File: src/rtl/image_stream_loader.sv
// Purpose : loads one framed image (HDR, N_PIX pixels, label) from a byte stream into the
//           image buffer, runs the accelerator, and reports digit vs label with running counts.
// Latency : N_PIX+2 accepted bytes, 1 START cycle, WAIT (done edge or TIMEOUT), 1 REPORT cycle.
// Backpr. : s_ready high only in IDLE/LOAD/LABEL; producer holds s_data while s_valid && !s_ready.
// Ports   : clk/rst (sync, active-low); s_data/s_valid/s_ready byte stream in;
//           img_we/img_addr/img_wdata buffer write; acc_start/acc_done/acc_digit accelerator;
//           res_* result (valid with res_valid); frame_err; cnt_total/cnt_pass; busy.
module image_stream_loader #(
   parameter int         N_PIX   = 784,
   parameter int         TIMEOUT = 5000,
   parameter logic [7:0] HDR     = 8'hA5
) (
   input  logic        clk,
   input  logic        rst,
   input  logic [7:0]  s_data,
   input  logic        s_valid,
   output logic        s_ready,
   output logic        img_we,
   output logic [9:0]  img_addr,
   output logic [7:0]  img_wdata,
   output logic        acc_start,
   input  logic        acc_done,
   input  logic [3:0]  acc_digit,
   output logic        res_valid,
   output logic [3:0]  res_digit,
   output logic [3:0]  res_label,
   output logic        res_match,
   output logic        res_timeout,
   output logic        frame_err,
   output logic [15:0] cnt_total,
   output logic [15:0] cnt_pass,
   output logic        busy
);

   localparam int TW = $clog2(TIMEOUT + 1);

   typedef enum logic [2:0] {
      IDLE, LOAD, LABEL, START, WAIT, REPORT
   } state_t;

   state_t         state;
   logic [9:0]     pix_cnt;
   logic [TW-1:0]  tcnt;
   logic [3:0]     label_q;
   logic           acc_done_q;

   logic           xfer;
   logic           label_ok;
   logic           done_rise;
   logic           tmo_hit;
   logic           fin_match;

   // Ready is forced low while reset is asserted, not just after the reset edge.
   assign s_ready   = rst && (state == IDLE || state == LOAD || state == LABEL);
   assign busy      = (state != IDLE);
   assign xfer      = s_valid && s_ready;
   assign label_ok  = (s_data[7:4] == 4'd0) && (s_data[3:0] <= 4'd9);

   // Only a fresh 0->1 transition counts; a level left high by a previous run is ignored.
   assign done_rise = acc_done && !acc_done_q;
   // tcnt is cleared on WAIT entry, so this fires on the TIMEOUT-th WAIT cycle.
   assign tmo_hit   = (tcnt == TW'(TIMEOUT - 1));
   // A done edge wins over a simultaneous timeout.
   assign fin_match = done_rise && (acc_digit == label_q);

   always_ff @(posedge clk) begin
      if (!rst) begin
         state       <= IDLE;
         pix_cnt     <= '0;
         tcnt        <= '0;
         label_q     <= '0;
         acc_done_q  <= 1'b0;
         img_we      <= 1'b0;
         img_addr    <= '0;
         img_wdata   <= '0;
         acc_start   <= 1'b0;
         res_valid   <= 1'b0;
         res_digit   <= '0;
         res_label   <= '0;
         res_match   <= 1'b0;
         res_timeout <= 1'b0;
         frame_err   <= 1'b0;
         cnt_total   <= '0;
         cnt_pass    <= '0;
      end else begin
         acc_done_q <= acc_done;
         img_we     <= 1'b0;
         acc_start  <= 1'b0;
         res_valid  <= 1'b0;
         frame_err  <= 1'b0;

         case (state)
            IDLE: begin
               if (xfer) begin
                  if (s_data == HDR) begin
                     pix_cnt <= '0;
                     state   <= LOAD;
                  end else begin
                     frame_err <= 1'b1;
                  end
               end
            end
            LOAD: begin
               if (xfer) begin
                  img_we    <= 1'b1;
                  img_addr  <= pix_cnt;
                  img_wdata <= s_data;
                  if (pix_cnt == 10'(N_PIX - 1)) begin
                     state <= LABEL;
                  end else begin
                     pix_cnt <= pix_cnt + 10'd1;
                  end
               end
            end
            LABEL: begin
               if (xfer) begin
                  if (label_ok) begin
                     // Kept internally so the published res_label still belongs to the
                     // previous result until this frame reaches REPORT.
                     label_q   <= s_data[3:0];
                     acc_start <= 1'b1;
                     state     <= START;
                  end else begin
                     frame_err <= 1'b1;
                     state     <= IDLE;
                  end
               end
            end
            START: begin
               tcnt  <= '0;
               state <= WAIT;
            end
            WAIT: begin
               if (done_rise || tmo_hit) begin
                  res_valid   <= 1'b1;
                  res_digit   <= done_rise ? acc_digit : 4'hF;
                  res_timeout <= !done_rise;
                  res_label   <= label_q;
                  res_match   <= fin_match;
                  if (cnt_total != 16'hFFFF) cnt_total <= cnt_total + 16'd1;
                  if (fin_match && cnt_pass != 16'hFFFF) cnt_pass <= cnt_pass + 16'd1;
                  state <= REPORT;
               end else begin
                  tcnt <= tcnt + TW'(1);
               end
            end
            REPORT: begin
               state <= IDLE;
            end
            default: begin
               state <= IDLE;
            end
         endcase
      end
   end

endmodule
File: config.mk
export PLATFORM = sky130hd
export DESIGN_NAME = image_stream_loader
export DESIGN_NICKNAME = d
export VERILOG_FILES = /design/src/rtl/image_stream_loader.sv
export SDC_FILE = /design/constraint.sdc
export NUM_CORES = 1
export LEC_CHECK = 0
export BUFFER_PORTS_ARGS = -buffer_cell sky130_fd_sc_hd__buf_2
export CORE_MARGIN = 5
export CORE_UTILIZATION = 35
export CTS_BUF_LIST = sky130_fd_sc_hd__clkbuf_2 sky130_fd_sc_hd__clkbuf_4 sky130_fd_sc_hd__clkbuf_8
export DETAILED_ROUTE_END_ITERATION = 8
export SYNTH_ARGS = -nofsm -noshare
export SYNTH_HDL_FRONTEND = slang
export SYNTH_SLANG_ARGS = --single-unit
File: constraint.sdc
create_clock -name clk -period 4.2 [get_ports clk]
set_clock_uncertainty 0.1 [all_clocks]
set_input_delay 1.26 -clock clk [delete_from_list [all_inputs] [get_ports clk]]
set_output_delay 1.26 -clock clk [all_outputs]
set_load 0.01 [all_outputs]
==> impl_metrics.py <==
metrics = {
    "place": {
        "place_congestion": 0.8257,
        "post-place-ws_ps": 1123,
        "dp.final_hpwl_um": 8288,
        "io_buffers": 81,
    },
    "worst_setup_path": {
        "worst_setup_path_end_kind": "output port",
        "cp.buffers_inverters": 2,
        "required_ps": 2840,
        "critPathKind": "in2out",
        "cp_num_cells": 3,
        "crit_chain": "buf_2 -> and2_1 -> buf_2",
        "reg2reg_depth": 7,
        "crit_path_start_kind": "input port",
        "critPathMaxFanout": 2,
        "critPathSlowestCell": "buf_2",
        "arrival_ps": 1630,
        "critical_path.max_stage_delay_ps": 130,
        "path_delay_family": "buffers and inverters",
        "crit_top_cell": "buf_2",
    },
    "floorplan": {
        "design.core.area_um2": 12570,
        "die_area_um2": 15090,
        "die_h_um": 122.9,
        "rows": 41,
        "io_pins": 82,
        "start_util": 0.3547,
        "die_w_um": 122.9,
    },
    "pwr": {
        "powerDensity_nw_per_um2": 286.8,
        "p_leak_nw": 1.968,
        "vdd_drop_max_mv": 0.1672,
        "p_int_w": 0.001141,
        "pwr-share-comb": 0.032,
        "clockPowerShare": 0.359,
        "p_seq_frac": 0.608,
        "switchingPower_w": 0.0003402,
        "netSwitchingFraction": 0.2297,
    },
    "timing": {
        "fin_ws_ps": 1215,
        "fin_crit_sh": 0.7108,
        "maxSlewViolCount": 0,
        "hold_viol_final": 0,
        "maxSlewHeadroom": 0.2800,
        "tightest_slew_ps": 1080,
        "clock.fmax_mhz": 335.0,
        "layout_min_cycle_time_ps": 2985,
        "finalSetupTns_ps": 0,
        "rsz0062_at_grt": "false",
        "setup_viol": 0,
    },
    "synthesis": {
        "synth.cell_area_um2": 4458,
        "dominantRegCellSynth": "dfxtp_1",
        "async_flop_share": 0,
        "synth_edf_count": 0,
        "synthesis.nets": 562,
        "syn_area_per_cell_um2": 8.225,
        "yosysTopAreaCellShare": 0.4266,
        "synth_common_cells": "nand2_1, dfxtp_1, a21oi_1, nor2_1, nand3_1",
        "ys_warn_count": 0,
        "synthCells": 542,
        "synth.yosys.seq_area_share": 0.4266,
        "synthTopCellsByArea": "dfxtp_1, nand2_1, a21oi_1, nand3_1, nor2_1",
        "yosys.cell_count.top_type": "nand2_1",
        "synth_top_area_cell": "dfxtp_1",
        "synthDistinctLibCells": 54,
        "ys_seq_elements": 95,
    },
    "min_path": {
        "holdCritPathClass": "reg2reg",
        "hold_path_depth": 2,
    },
    "cts": {
        "clk_latency_ps": 370,
        "root_buffer": "clkbuf_8",
        "cts-resized-gates": 0,
        "cts_setup_buffers": 0,
        "cts_hold_buf": 0,
        "cts_buffers": 9,
        "clk_pin_slew_ps": 80,
        "cts_sinks": 95,
        "htree_levels": 3,
        "cts_buffer_depth": 2,
        "cts_tree": "built",
    },
    "run": {
        "maxCapViolations": 0,
    },
    "grt": {
        "grt_pass1_vias": 4062,
        "grt_use_total": 0.1608,
        "overflow": 0,
        "grt_max_degree": 39,
        "grt_pass1_wl_um": 19560,
        "antenna_found_initial": 0,
    },
    "final_layout": {
        "final_layout_size_suffix_gt1_frac": 0.1912,
        "fillers": 1299,
        "antennaDiodeCount": 0,
        "fin_nets": 630,
        "syn_to_final_growth_pct": 15.86,
    },
    "status": {
        "status": "complete, no violations",
    },
    "routing": {
        "drcViolationCount": 0,
        "antenna_left": 0,
        "drt-vias-per-instance": 5.357,
        "routedWlPerCell_um": 14.85,
        "drtIter0Drc": 182,
        "totalWireLength_um": 11640,
        "first_pass_iters": 5,
        "via_count": 4200,
    },
}
cells by family (layout without fill, tap and decap cells):
logic type / after synthesis / after routing / synth area share
AO/OA/AOI/OAI: 122 / 122 / 0.1740
XOR/XNOR: 11 / 11 / 0.02161
adder cells (fa/ha/maj): 4 / 4 / 0.01123
multiplexers: 10 / 10 / 0.02273
AND/OR/NAND/NOR: 263 / 263 / 0.3107
flip-flops: 95 / 95 / 0.4266
buffers and inverters: 37 / 107 / 0.03312
routing by layer:
| layer | routed length [µm] | GRT usage | vias to the layer above |
|---|---|---|---|
| met4 | 272 | 0.07628 | 0 |
| met3 | 515 | 0.03041 | 14 |
| met2 | 5460 | 0.2685 | 86 |
| li1 | - | - | 2099 |
| met5 | 0 | 0 | - |
| met1 | 5392 | 0.1993 | 2001 |
state kept, by name, indices dropped and copies added (netlist names), 4 cells and up:
| signal | cells |
|---|---|
| res_label | 4 |
| res_digit | 4 |
| pix_cnt | 10 |
| cnt_total | 16 |
| tcnt | 13 |
| img_wdata | 8 |
| cnt_pass | 16 |
| img_addr | 10 |
| label_q | 4 |
power groups by stage:
stage	Sequential (W)	Clock (W)	Combinational, W
3_3_place_gp	0.000922	0	0.0000468
2_1_floorplan	0.000923	0	0.0000252
5_1_grt	0.000902	0.000583	0.0000523
3_5_place_dp	0.000922	0	0.0000480
4_1_cts	0.000901	0.000549	0.0000481
6_report	0.000901	0.000532	0.0000477
cell type report:
type,count,area [µm²],area share
clock buffer,11,145.1,0.02810
sequential,95,1902,0.3682
timing repair buffer,88,457.9,0.08866
tap,172,215.2,0.04167
multi-input combinational,410,2412,0.4671
clock inverter,2,10.01,0.001938
inverter,6,22.52,0.004360
cells in the final DEF (no fill, tap or decap), types with 15 or more instances in the layout:
cell     count
buf_2       81
a21oi_1     51
nand3_1     25
and3_1      15
nor2_1      31
nand2_1     97
dfxtp_1     95
o21ai_0     20
path summary, 6_finish.rpt:
kind | startpoint | endpoint | slack [ps]
worst min-delay path | img_addr[0] | img_addr[0] | 360
worst min register to register | img_addr[0] | img_addr[0] | 360
worst max-delay path | rst | s_ready | 1210
worst max register to register | state[0] | pix_cnt[0] | 1420
worst min-delay path, delay by kind of cell (launching register included):
kind | cells | cell delay (ps)
simple gates | 1 | 50
compound gates | 1 | 50
flops | 1 | 320
metrics by stage:
| step | util | power (W) | std cells | cell area [µm²] | hold slack [ps] |
|---|---|---|---|---|---|
| 2_1_floorplan | - | 0.0009478 | 542 | 4458 | 339.7 |
| 3_3_place_gp | 0.3986 | 0.0009692 | 771 | 5010 | 344.3 |
| 3_5_place_dp | 0.3986 | 0.0009704 | 771 | 5010 | 346.7 |
| 4_1_cts | 0.4110 | 0.001498 | 784 | 5165 | 361.2 |
| 5_1_grt | 0.4110 | 0.001537 | 784 | 5165 | 381.5 |
| 6_report | 0.4110 | 0.001481 | 784 | 5165 | 360.0 |
No activity file was read; power rests on OpenSTA's default activity.
